**src/rtl/seq_scan_ctrl.sv**
```systemverilog
// Frame sequencer for a bit-serial pattern recognizer: words are serialized MSB-first into a
// pattern history and matches are counted per frame. Define SEQ_SCAN_NONOVERLAP_EN for non-overlapping matches.
module seq_scan_ctrl #(
    parameter int               WORD_W = 8,
    parameter int               PAT_W  = 3,
    parameter logic [PAT_W-1:0] PAT    = 3'b010,
    parameter int               CNT_W  = 10
) (
    input  logic              clk,
    input  logic              rst,
    input  logic              start,
    input  logic              clear,
    input  logic              in_valid,
    input  logic [WORD_W-1:0] in_data,
    input  logic              in_last,
    output logic              in_ready,
    output logic              busy,
    output logic              match_pulse,
    output logic [CNT_W-1:0]  match_count,
    output logic              overflow,
    output logic              done
);

    localparam int BIT_CNT_W = (WORD_W > 2) ? $clog2(WORD_W) : 1;
    localparam int VCNT_W    = $clog2(PAT_W + 1);
    localparam logic [VCNT_W-1:0]    VCNT_FULL = VCNT_W'(PAT_W);
    localparam logic [BIT_CNT_W-1:0] BIT_LAST  = BIT_CNT_W'(WORD_W - 1);

    typedef enum logic [1:0] {IDLE, ARMED, SHIFT, DONE} state_t;

    state_t                 state_reg;
    logic [WORD_W-1:0]      word_reg;
    logic                   last_reg;
    logic [PAT_W-1:0]       hist_reg;
    logic [VCNT_W-1:0]      vcnt_reg;
    logic [BIT_CNT_W-1:0]   bit_cnt_reg;

    logic [PAT_W-1:0]       hist_next;
    logic [VCNT_W-1:0]      vcnt_next;
    logic                   is_match;

    // The bit being shifted this cycle is always the MSB of the (left-shifting) word register.
    assign hist_next = {hist_reg[PAT_W-2:0], word_reg[WORD_W-1]};
    assign vcnt_next = (vcnt_reg == VCNT_FULL) ? vcnt_reg : vcnt_reg + 1'b1;
    assign is_match  = (vcnt_next == VCNT_FULL) && (hist_next == PAT);

    assign in_ready = (state_reg == ARMED);
    assign busy     = (state_reg != IDLE);

    always_ff @(posedge clk or negedge rst) begin
        if (!rst) begin
            state_reg   <= IDLE;
            word_reg    <= '0;
            last_reg    <= 1'b0;
            hist_reg    <= '0;
            vcnt_reg    <= '0;
            bit_cnt_reg <= '0;
            match_pulse <= 1'b0;
            match_count <= '0;
            overflow    <= 1'b0;
            done        <= 1'b0;
        end else begin
            match_pulse <= 1'b0;
            done        <= 1'b0;
            if (clear) begin
                state_reg   <= IDLE;
                match_count <= '0;
                overflow    <= 1'b0;
            end else begin
                case (state_reg)
                    IDLE: begin
                        if (start) begin
                            state_reg   <= ARMED;
                            match_count <= '0;
                            overflow    <= 1'b0;
                            vcnt_reg    <= '0;
                            hist_reg    <= '0;
                        end
                    end
                    ARMED: begin
                        if (in_valid) begin
                            word_reg    <= in_data;
                            last_reg    <= in_last;
                            bit_cnt_reg <= '0;
                            state_reg   <= SHIFT;
                        end
                    end
                    SHIFT: begin
                        word_reg <= word_reg << 1;
                        hist_reg <= hist_next;
                        vcnt_reg <= vcnt_next;
                        if (is_match) begin
                            match_pulse <= 1'b1;
                            if (match_count == {CNT_W{1'b1}})
                                overflow <= 1'b1;
                            else
                                match_count <= match_count + 1'b1;
`ifdef SEQ_SCAN_NONOVERLAP_EN
                            vcnt_reg <= '0;
`endif
                        end
                        if (bit_cnt_reg == BIT_LAST) begin
                            state_reg <= last_reg ? DONE : ARMED;
                            done      <= last_reg;
                        end else begin
                            bit_cnt_reg <= bit_cnt_reg + 1'b1;
                        end
                    end
                    DONE: begin
                        state_reg <= IDLE;
                    end
                    default: state_reg <= IDLE;
                endcase
            end
        end
    end

endmodule
```
**config.mk**
```make
export PLATFORM = sky130hd
export DESIGN_NAME = seq_scan_ctrl
export DESIGN_NICKNAME = d
export VERILOG_FILES = /design/src/rtl/seq_scan_ctrl.sv
export SDC_FILE = /design/constraint.sdc
export NUM_CORES = 1
export LEC_CHECK = 0
export ABC_CLOCK_PERIOD_IN_PS = 2700
export CAP_MARGIN = 20
export CORE_UTILIZATION = 45
export DETAILED_ROUTE_END_ITERATION = 8
export GPL_ROUTABILITY_DRIVEN = 0
export PLACE_DENSITY = 0.8
export SKIP_CTS_REPAIR_TIMING = 1
export SYNTH_ARGS = -nofsm -noshare
export SYNTH_HDL_FRONTEND = slang
export SYNTH_SLANG_ARGS = --single-unit
```
**constraint.sdc**
```tcl
create_clock -name clk -period 2.7 [get_ports clk]
set_clock_uncertainty 0.15 [all_clocks]
set_input_delay 0.81 -clock clk [delete_from_list [all_inputs] [get_ports clk]]
set_output_delay 0.81 -clock clk [all_outputs]
set_load 0.02 [all_outputs]
```
==> flow_summary.ini, run 1 <==
[clock_network]
clockBufferDepth = 2
htreeDepth = 2
cts_sinks = 31
cts.clk_slew.worst_paths_ps = 60
clock-root-buffer = clkbuf_8
clk_latency_ps = 280
tritoncts = done
cts_made_buffers = 5

[pwr]
worst_ir_drop_vdd_v = 0.000604
switching_share = 0.347
p_clk_frac = 0.247
p_int_w = 0.00106
p_per_area_nw_per_um2 = 759
total_leakage_power_nw = 0.946
seqPwrFrac = 0.385
p_comb_frac = 0.369
switching_power_w = 0.000566

[grt]
grt_use_met3 = 0.0507
grt-ovfl-total = 0
antenna_found_initial = 0
grt_busiest_layer = met2
grt_use_met2 = 0.376
grtUsageTotal = 0.209
grt_max_degree = 32
grtUsageMet1 = 0.226
grt_pass1_wl_mm = 6.40
grt_pass1_vias = 1480

[status]
status = complete, no violations

[logic_synthesis]
yosys-mux-area-fraction = 0.0618
synth_fp_nets = 184
netlist_area_um2 = 1680
synth_xor_area_frac = 0
yosysUniqueCellTypes = 40
synth_seq_cells = 31
synthAdderAreaFrac = 0.0522
yosysWarningCount = 0
synth-seq-area-share = 0.462
synth_top_family_by_area = compound AO/OA/AOI/OAI gates
synth-compound-area-share = 0.218
avgSynthCellArea_um2 = 10.3
synth-simple-area-share = 0.168
syn_inst = 163

[routing]
ant_nets = 0
drc_errors = 0
wl_per_cell_um = 15.0
drt_first_pass_iters = 4
drt_first_iter_violations = 57
vias = 1395
viasPerCell = 5.67
routed_wl_mm = 3.70

[floorplan]
core_region_area_um2 = 3440
num_rows = 21
die_area_um2 = 3980
die_x_um = 63.1
initial_utilization = 0.488
dieHeight_um = 63.1
io_pins = 29

[worst_setup_path]
cp-end-kind = output port
arrival_ps = 1630
cp_max_fo = 4
worst_ep_required_time_ps = 1740
cp-start-kind = flop
crit_type = flop to output port

[placed_design]
port_buffers = 28
place_inst = 238
post-dp-hpwl_mm = 2.71

[timing]
setup_tns_ps = 0
fin_crit_ps = 2590
fmax_mhz = 385
slew_headroom = 0.675
rsz0062_at_grt = no
hold_viol = 0
setup_violations = 0
final.period_utilization = 0.961
whs_ps = 356
slew_viol_final = 0
worst_pin_slew_ps = 484

[cells_and_area]
ff_latch_area_um2 = 776
final_cell_mix = dfrtp_1, clkdlybuf4s50_1, a21oi_1
drive_gt1_frac = 0.125
final_common_cell = dfrtp_1
multiInputGateArea_um2 = 841
num_antenna_cells = 0
stdcell_count = 246
fin_nets = 220
largest_reg_flops = 10
fill_cells = 278
syn2layout_area_growth_pct = 27.9

[worst_hold_path]
min_path_type = flop to flop

[job]
drv_cap = 0
## layer usage
metal / wire length [um] / up-vias
met2: 1920 / 39
met4: 52 / 0
met5: 0 / -
met3: 142 / 5
met1: 1590 / 668
li1: - / 683
## power groups by stage
stage | combinational [W] | sequential, W | clock [W]
after floorplan | 0.000420 | 0.000612 | 0
after CTS | 0.000605 | 0.000625 | 0.000411
final | 0.000601 | 0.000627 | 0.000402
after global placement | 0.000567 | 0.000624 | 0
after detailed placement | 0.000600 | 0.000632 | 0
after global routing | 0.000665 | 0.000637 | 0.000431
## logic make-up (layout without fill, tap and decap cells)
group / Yosys count / count (layout)
AND/OR/NAND/NOR: 48 / 48
AO/OA/AOI/OAI: 53 / 53
multiplexers: 10 / 10
buffers and inverters: 14 / 51
adder cells (fa/ha/maj): 7 / 7
flip-flops: 31 / 31
## final timing paths
path                       cells after the start  slack (ps)                         end                      from
min                                            2         360     word_reg[0]$_DFFE_PN0P_   word_reg[0]$_DFFE_PN0P_
max reg2reg                                    6         570  match_count[2]$_DFFE_PN0P_  state_reg[0]$_DFFE_PN0P_
max in group asynchronous                      2        1340  match_count[8]$_DFFE_PN0P_                       rst
min reg2reg                                    2         360     word_reg[0]$_DFFE_PN0P_   word_reg[0]$_DFFE_PN0P_
max                                            3         110                    in_ready  state_reg[1]$_DFFE_PN0P_
min in group asynchronous                      2         770       match_pulse$_DFF_PN0_                       rst
## per-stage QoR
step           cell area (um2)  utilization  total power (W)  setup WS, ps
2_1_floorplan             1680            -          0.00103           732
3_3_place_gp              2040        0.594          0.00119           157
3_5_place_dp              2040        0.594          0.00123          88.2
4_1_cts                   2140        0.623          0.00164         -14.0
5_1_grt                   2150        0.624          0.00173          26.1
6_report                  2150        0.624          0.00163           106
## critical path: stages (launching register included)
cell	delay [ps]
dfrtp_1	420
inv_1	130
ha_1	200
clkdlybuf4s50_1	610
## synth_stat cells
cell,instances,area [um2]
o41ai_1,2,17.5
a41oi_1,3,26.3
nand2b_1,2,12.5
o22ai_1,1,6.26
or3b_2,1,8.76
o31ai_1,11,82.6
and3_1,3,18.8
a211oi_1,2,15.0
a31oi_1,1,6.26
buf_1,1,3.75
a2bb2oi_1,1,8.76
buf_2,4,20.0
mux2_2,3,33.8
a311oi_1,1,8.76
inv_1,6,22.5
nor2b_1,3,18.8
nor3_1,3,15.0
a22o_1,6,52.6
and2_1,1,6.26
nand2_1,11,41.3
clkbuf_2,1,5.00
nand3b_1,3,22.5
and4_2,1,10.0
dfrtp_1,31,776
nand3_1,1,5.00
a32o_1,2,20.0
o22a_1,2,17.5
o21ai_0,7,35.0
and4bb_2,1,12.5
nand4_2,1,12.5
mux2i_1,7,70.1
nor3b_1,1,7.51
clkbuf_1,1,3.75
nor4_4,1,21.3
and3_2,1,7.51
ha_1,7,87.6
a21oi_1,14,70.1
buf_4,1,7.51
nor2_1,12,45.0
nor4b_1,2,17.5
## area by class of cell
type	instances	share of cell area
timing repair buffer	37	0.163
inverter	6	0.0105
clock buffer	8	0.0466
multi-input combinational	118	0.392
sequential	31	0.361
tap	46	0.0268
Power figures use the tool's default switching activity.
==> run 2: changes to the inputs <==
--- a/config.mk
+++ b/config.mk
@@ -11,7 +11,6 @@
 export DETAILED_ROUTE_END_ITERATION = 8
 export GPL_ROUTABILITY_DRIVEN = 0
 export PLACE_DENSITY = 0.8
-export SKIP_CTS_REPAIR_TIMING = 1
 export SYNTH_ARGS = -nofsm -noshare
 export SYNTH_HDL_FRONTEND = slang
 export SYNTH_SLANG_ARGS = --single-unit
==> flow_summary.ini, run 2 (synthesis results as in run 1) <==
[floorplan]
initial_utilization = 0.488
dieHeight_um = 63.1
core_region_area_um2 = 3440
die_x_um = 63.1
num_rows = 21
io_pins = 29
die_area_um2 = 3980

[cells_and_area]
final_cell_mix = dfrtp_1, clkdlybuf4s50_1, a21oi_1
fin_nets = 220
num_antenna_cells = 0
final_common_cell = dfrtp_1
syn2layout_area_growth_pct = 27.6
drive_gt1_frac = 0.125
largest_reg_flops = 10
final_core_util = 0.623
stdcell_count = 246

[grt]
grtUsageTotal = 0.209
antenna_found_initial = 0
grt_max_degree = 32
grt_pass1_wl_mm = 6.40
grt-ovfl-total = 0
grt_pass1_vias = 1480

[routing]
vias = 1397
viasPerCell = 5.68
ant_nets = 0
wl_per_cell_um = 15.0
drt_first_iter_violations = 58
drt_first_pass_iters = 4
drc_errors = 0
routed_wl_mm = 3.69

[worst_setup_path]
path_buf_inv = 2
cp-end-kind = output port
reg2reg_depth = 6
arrival_ps = 1630
cp-start-kind = flop
worst_ep_required_time_ps = 1740
cpPeakStageDelay_ps = 610
crit_type = flop to output port
cp_slowest_cell = clkdlybuf4s50_1
crit_family = buffers and inverters
cp.depth = 3
cp_max_fo = 4
rrSetupSlack_ps = 570
path_cells = inv_1 -> ha_1 -> clkdlybuf4s50_1

[timing]
setup_tns_ps = 0
hold_viol = 0
fin_crit_ps = 2590
final.period_utilization = 0.961
fmax_mhz = 385
whs_ps = 355
worst_pin_slew_ps = 484
slew_headroom = 0.675
rsz0062_at_grt = no
slew_viol_final = 0
setup_violations = 0

[clock_network]
clockBufferDepth = 2
clk_latency_ps = 280
postCtsSetupRepairBufs = 0
cts_made_buffers = 5
cts_sinks = 31
htreeDepth = 2
cts.clk_slew.worst_paths_ps = 60
hold_buffers = 0
tritoncts = done
post_cts_resized = 1
clock-root-buffer = clkbuf_8

[job]
drv_cap = 0

[pwr]
total_leakage_power_nw = 0.937
p_per_area_nw_per_um2 = 757
worst_ir_drop_vdd_v = 0.000578

[placed_design]
place_inst = 238
post-dp-hpwl_mm = 2.71
port_buffers = 28

[status]
status = complete, no violations

[worst_hold_path]
min_path_type = flop to flop
whs_path_depth = 2
## run 2: area by class of cell
cell class	count	area, um2
Inverter	6	22.5
Sequential cell	31	776
Tap cell	46	57.6
Timing Repair Buffer	37	347
Fill cell	279	1300
Clock buffer	8	100
Multi-Input combinational cell	118	841
## run 2: metal layers
metal  global-route usage  up-vias  wire [um]
li1                     -      683          -
met1                0.226      670       1580
met2                0.376       39       1920
met3               0.0507        5        144
met4                0.102        0         52
met5                    0        -          0
## run 2: tightest hold or removal path, stage by stage, from the launching register on
cell	delay [ps]
dfrtp_1	350
nand2_1	50
o21ai_0	60
## run 2: power by group
part	switching, W	total, W	internal [W]
clock	0.000169	0.000402	0.000232
sequential	0.0000679	0.000626	0.000558
combinational	0.000327	0.000595	0.000268
## run 2: path summary, 6_finish.rpt
| check | endpoint | start |
|---|---|---|
| setup / recovery | in_ready | state_reg[1]$_DFFE_PN0P_ |
| hold / removal | word_reg[0]$_DFFE_PN0P_ | word_reg[0]$_DFFE_PN0P_ |
| setup reg to reg | match_count[2]$_DFFE_PN0P_ | state_reg[0]$_DFFE_PN0P_ |
| hold reg to reg | word_reg[0]$_DFFE_PN0P_ | word_reg[0]$_DFFE_PN0P_ |
| max in group asynchronous | match_count[8]$_DFFE_PN0P_ | rst |
| min in group asynchronous | match_pulse$_DFF_PN0_ | rst |
## run 2: stage by stage
stage | worst slack [ps] | power, W | instance area (um2)
2_1_floorplan | 732 | 0.00103 | 1680
3_3_place_gp | 157 | 0.00119 | 2040
3_5_place_dp | 88.2 | 0.00123 | 2040
4_1_cts | 108 | 0.00163 | 2140
5_1_grt | 26.1 | 0.00173 | 2140
6_report | 106 | 0.00162 | 2140
==> run 3: changes to the inputs <==
--- a/config.mk
+++ b/config.mk
@@ -5,12 +5,12 @@
 export SDC_FILE = /design/constraint.sdc
 export NUM_CORES = 1
 export LEC_CHECK = 0
-export ABC_CLOCK_PERIOD_IN_PS = 2700
+export ABC_CLOCK_PERIOD_IN_PS = 2200
 export CAP_MARGIN = 20
 export CORE_UTILIZATION = 45
 export DETAILED_ROUTE_END_ITERATION = 8
 export GPL_ROUTABILITY_DRIVEN = 0
-export PLACE_DENSITY = 0.8
+export PLACE_DENSITY = 0.82
 export SYNTH_ARGS = -nofsm -noshare
 export SYNTH_HDL_FRONTEND = slang
 export SYNTH_SLANG_ARGS = --single-unit
==> constraint.sdc (replaced) <==
create_clock -name clk -period 2.2 [get_ports clk]
set_clock_uncertainty 0.15 [all_clocks]
set_input_delay 0.66 -clock clk [delete_from_list [all_inputs] [get_ports clk]]
set_output_delay 0.66 -clock clk [all_outputs]
set_load 0.02 [all_outputs]
==> flow_summary.ini, run 3 (synthesis results as in run 1) <==
[worst_setup_path]
rrSetupSlack_ps = 130
cp.depth = 6
cp-start-kind = primary input
cp_slowest_cell = clkdlybuf4s50_1
path_cells = clkdlybuf4s50_1 -> nand2b_1 -> o22ai_1 -> buf_4 -> o31ai_1 -> o41ai_2
crit_family = buffers and inverters
arrival_ps = 2210
cpPeakStageDelay_ps = 560
cp-end-kind = flop
worst_ep_required_time_ps = 2210
crit_start = clear
reg2reg_depth = 7
timing.rr.end = match_count[7]$_DFFE_PN0P_
cp_max_fo = 12
crit_type = primary input to flop
path_buf_inv = 2
crit_end = match_count[7]$_DFFE_PN0P_
rr_startpoint = state_reg[0]$_DFFE_PN0P_

[pwr]
total_power_w = 0.00204
switching_power_w = 0.000701
p_clk_frac = 0.240
worst_ir_drop_vdd_v = 0.000540
p_per_area_nw_per_um2 = 924
switching_share = 0.344
p_comb_frac = 0.387
total_leakage_power_nw = 1.05
seqPwrFrac = 0.372
p_int_w = 0.00134

[routing]
wl_per_cell_um = 14.7
drt_first_pass_iters = 4
viasPerCell = 5.71
drc_errors = 0
routed_wl_mm = 3.71
drt_first_iter_violations = 106
vias = 1444
ant_nets = 0

[job]
drv_cap = 0

[timing]
whs_ps = 364
setup_violations = 0
worst_pin_slew_ps = 480
fin_crit_ps = 2200
rsz0062_at_grt = yes
hold_viol = 0
fmax_mhz = 455
final.period_utilization = 0.999
slew_headroom = 0.675
slew_viol_final = 0

[clock_network]
cts_made_buffers = 5
cts.clk_slew.worst_paths_ps = 60
htreeDepth = 2
clockBufferDepth = 2
cts_sinks = 31
clk_latency_ps = 280
tritoncts = done
clock-root-buffer = clkbuf_8

[grt]
grt_pass1_vias = 1489
grt_pass1_wl_mm = 6.30
grtUsageTotal = 0.209
grt-ovfl-total = 0
antenna_found_initial = 0
grt_max_degree = 32

[floorplan]
num_rows = 21
initial_utilization = 0.488
die_area_um2 = 3980
dieHeight_um = 63.1
core_region_area_um2 = 3440
io_pins = 29
die_x_um = 63.1

[worst_hold_path]
whs_path_depth = 2
min_path_type = flop to flop

[placed_design]
post-dp-hpwl_mm = 2.75
dpl_cell_area_um2 = 2100
place_inst = 245
port_buffers = 28

[cells_and_area]
final_cell_mix = dfrtp_1, clkdlybuf4s50_1, buf_4
final_common_cell = dfrtp_1
syn2layout_area_growth_pct = 31.5
drive_gt1_frac = 0.174
largest_reg_flops = 10
stdcell_count = 253
fin_nets = 227
stdcell_area_um2 = 2210
num_antenna_cells = 0

[status]
status = complete, no violations
==> run 3: final cells by class <==
| class | instances | area [um2] |
|---|---|---|
| well taps | 46 | 57.6 |
| flip-flops and latches | 31 | 776 |
| repair buffers | 44 | 399 |
| fillers | 268 | 1230 |
| inverters | 6 | 22.5 |
| multi-input cells | 118 | 853 |
| clock buffers | 8 | 100 |
==> run 3: how the worst min path moves through the flow <==
stage / startpoint / to / slack [ps]
2_1_floorplan: rst / bit_cnt_reg[0]$_DFFE_PN0P_ / 210
4_1_cts: word_reg[0]$_DFFE_PN0P_ / word_reg[0]$_DFFE_PN0P_ / 370
5_1_grt: word_reg[0]$_DFFE_PN0P_ / word_reg[0]$_DFFE_PN0P_ / 400
6_report: word_reg[0]$_DFFE_PN0P_ / word_reg[0]$_DFFE_PN0P_ / 360
3_3_place_gp: word_reg[0]$_DFFE_PN0P_ / word_reg[0]$_DFFE_PN0P_ / 330
3_5_place_dp: word_reg[0]$_DFFE_PN0P_ / word_reg[0]$_DFFE_PN0P_ / 360
==> run 3: routing by layer <==
layer / wire length (um) / vias to the layer above / part of all wire / track usage
li1: - / 699 / - / -
met1: 1500 / 696 / 0.40 / 0.220
met2: 1970 / 42 / 0.53 / 0.358
met3: 182 / 7 / 0.049 / 0.0797
met4: 54 / 0 / 0.015 / 0.110
met5: 0 / - / 0 / 0
==> run 3: timing repair <==
| item | CTS | global route |
|---|---|---|
| gates resized for setup | 5 | 9 |
| hold endpoints to repair | 0 | 0 |
| setup buffers | 0 | 0 |
| pin swaps | 0 | 1 |
| hold buffers | 0 | 0 |
| endpoints found under the setup margin | 5 | 6 |
==> run 3: worst reg2reg max path: stages, from the launching register on <==
cell and delay, ps:
dfrtp_1 380, inv_1 120, ha_1 340, mux2_2 260, o22ai_1 80, buf_4 180
o31ai_1 330, o41ai_2 120
==> run 3: metrics by stage <==
step	setup slack (ps)	util	setup TNS [ps]
final	1.47	0.642	0
after global routing	-57.7	0.642	-133
after CTS	3.18	0.636	0
after detailed placement	-247	0.609	-2330
after global placement	-202	0.609	-1560
after floorplan	232	-	0
==> run 3: power groups by stage <==
stage / Clock [W] / Sequential (W) / Combinational [W]
after CTS: 0.000503 / 0.000758 / 0.000795
after floorplan: 0 / 0.000752 / 0.000516
final: 0.000490 / 0.000760 / 0.000791
after global routing: 0.000536 / 0.000775 / 0.000865
after detailed placement: 0 / 0.000768 / 0.000807
after global placement: 0 / 0.000759 / 0.000761
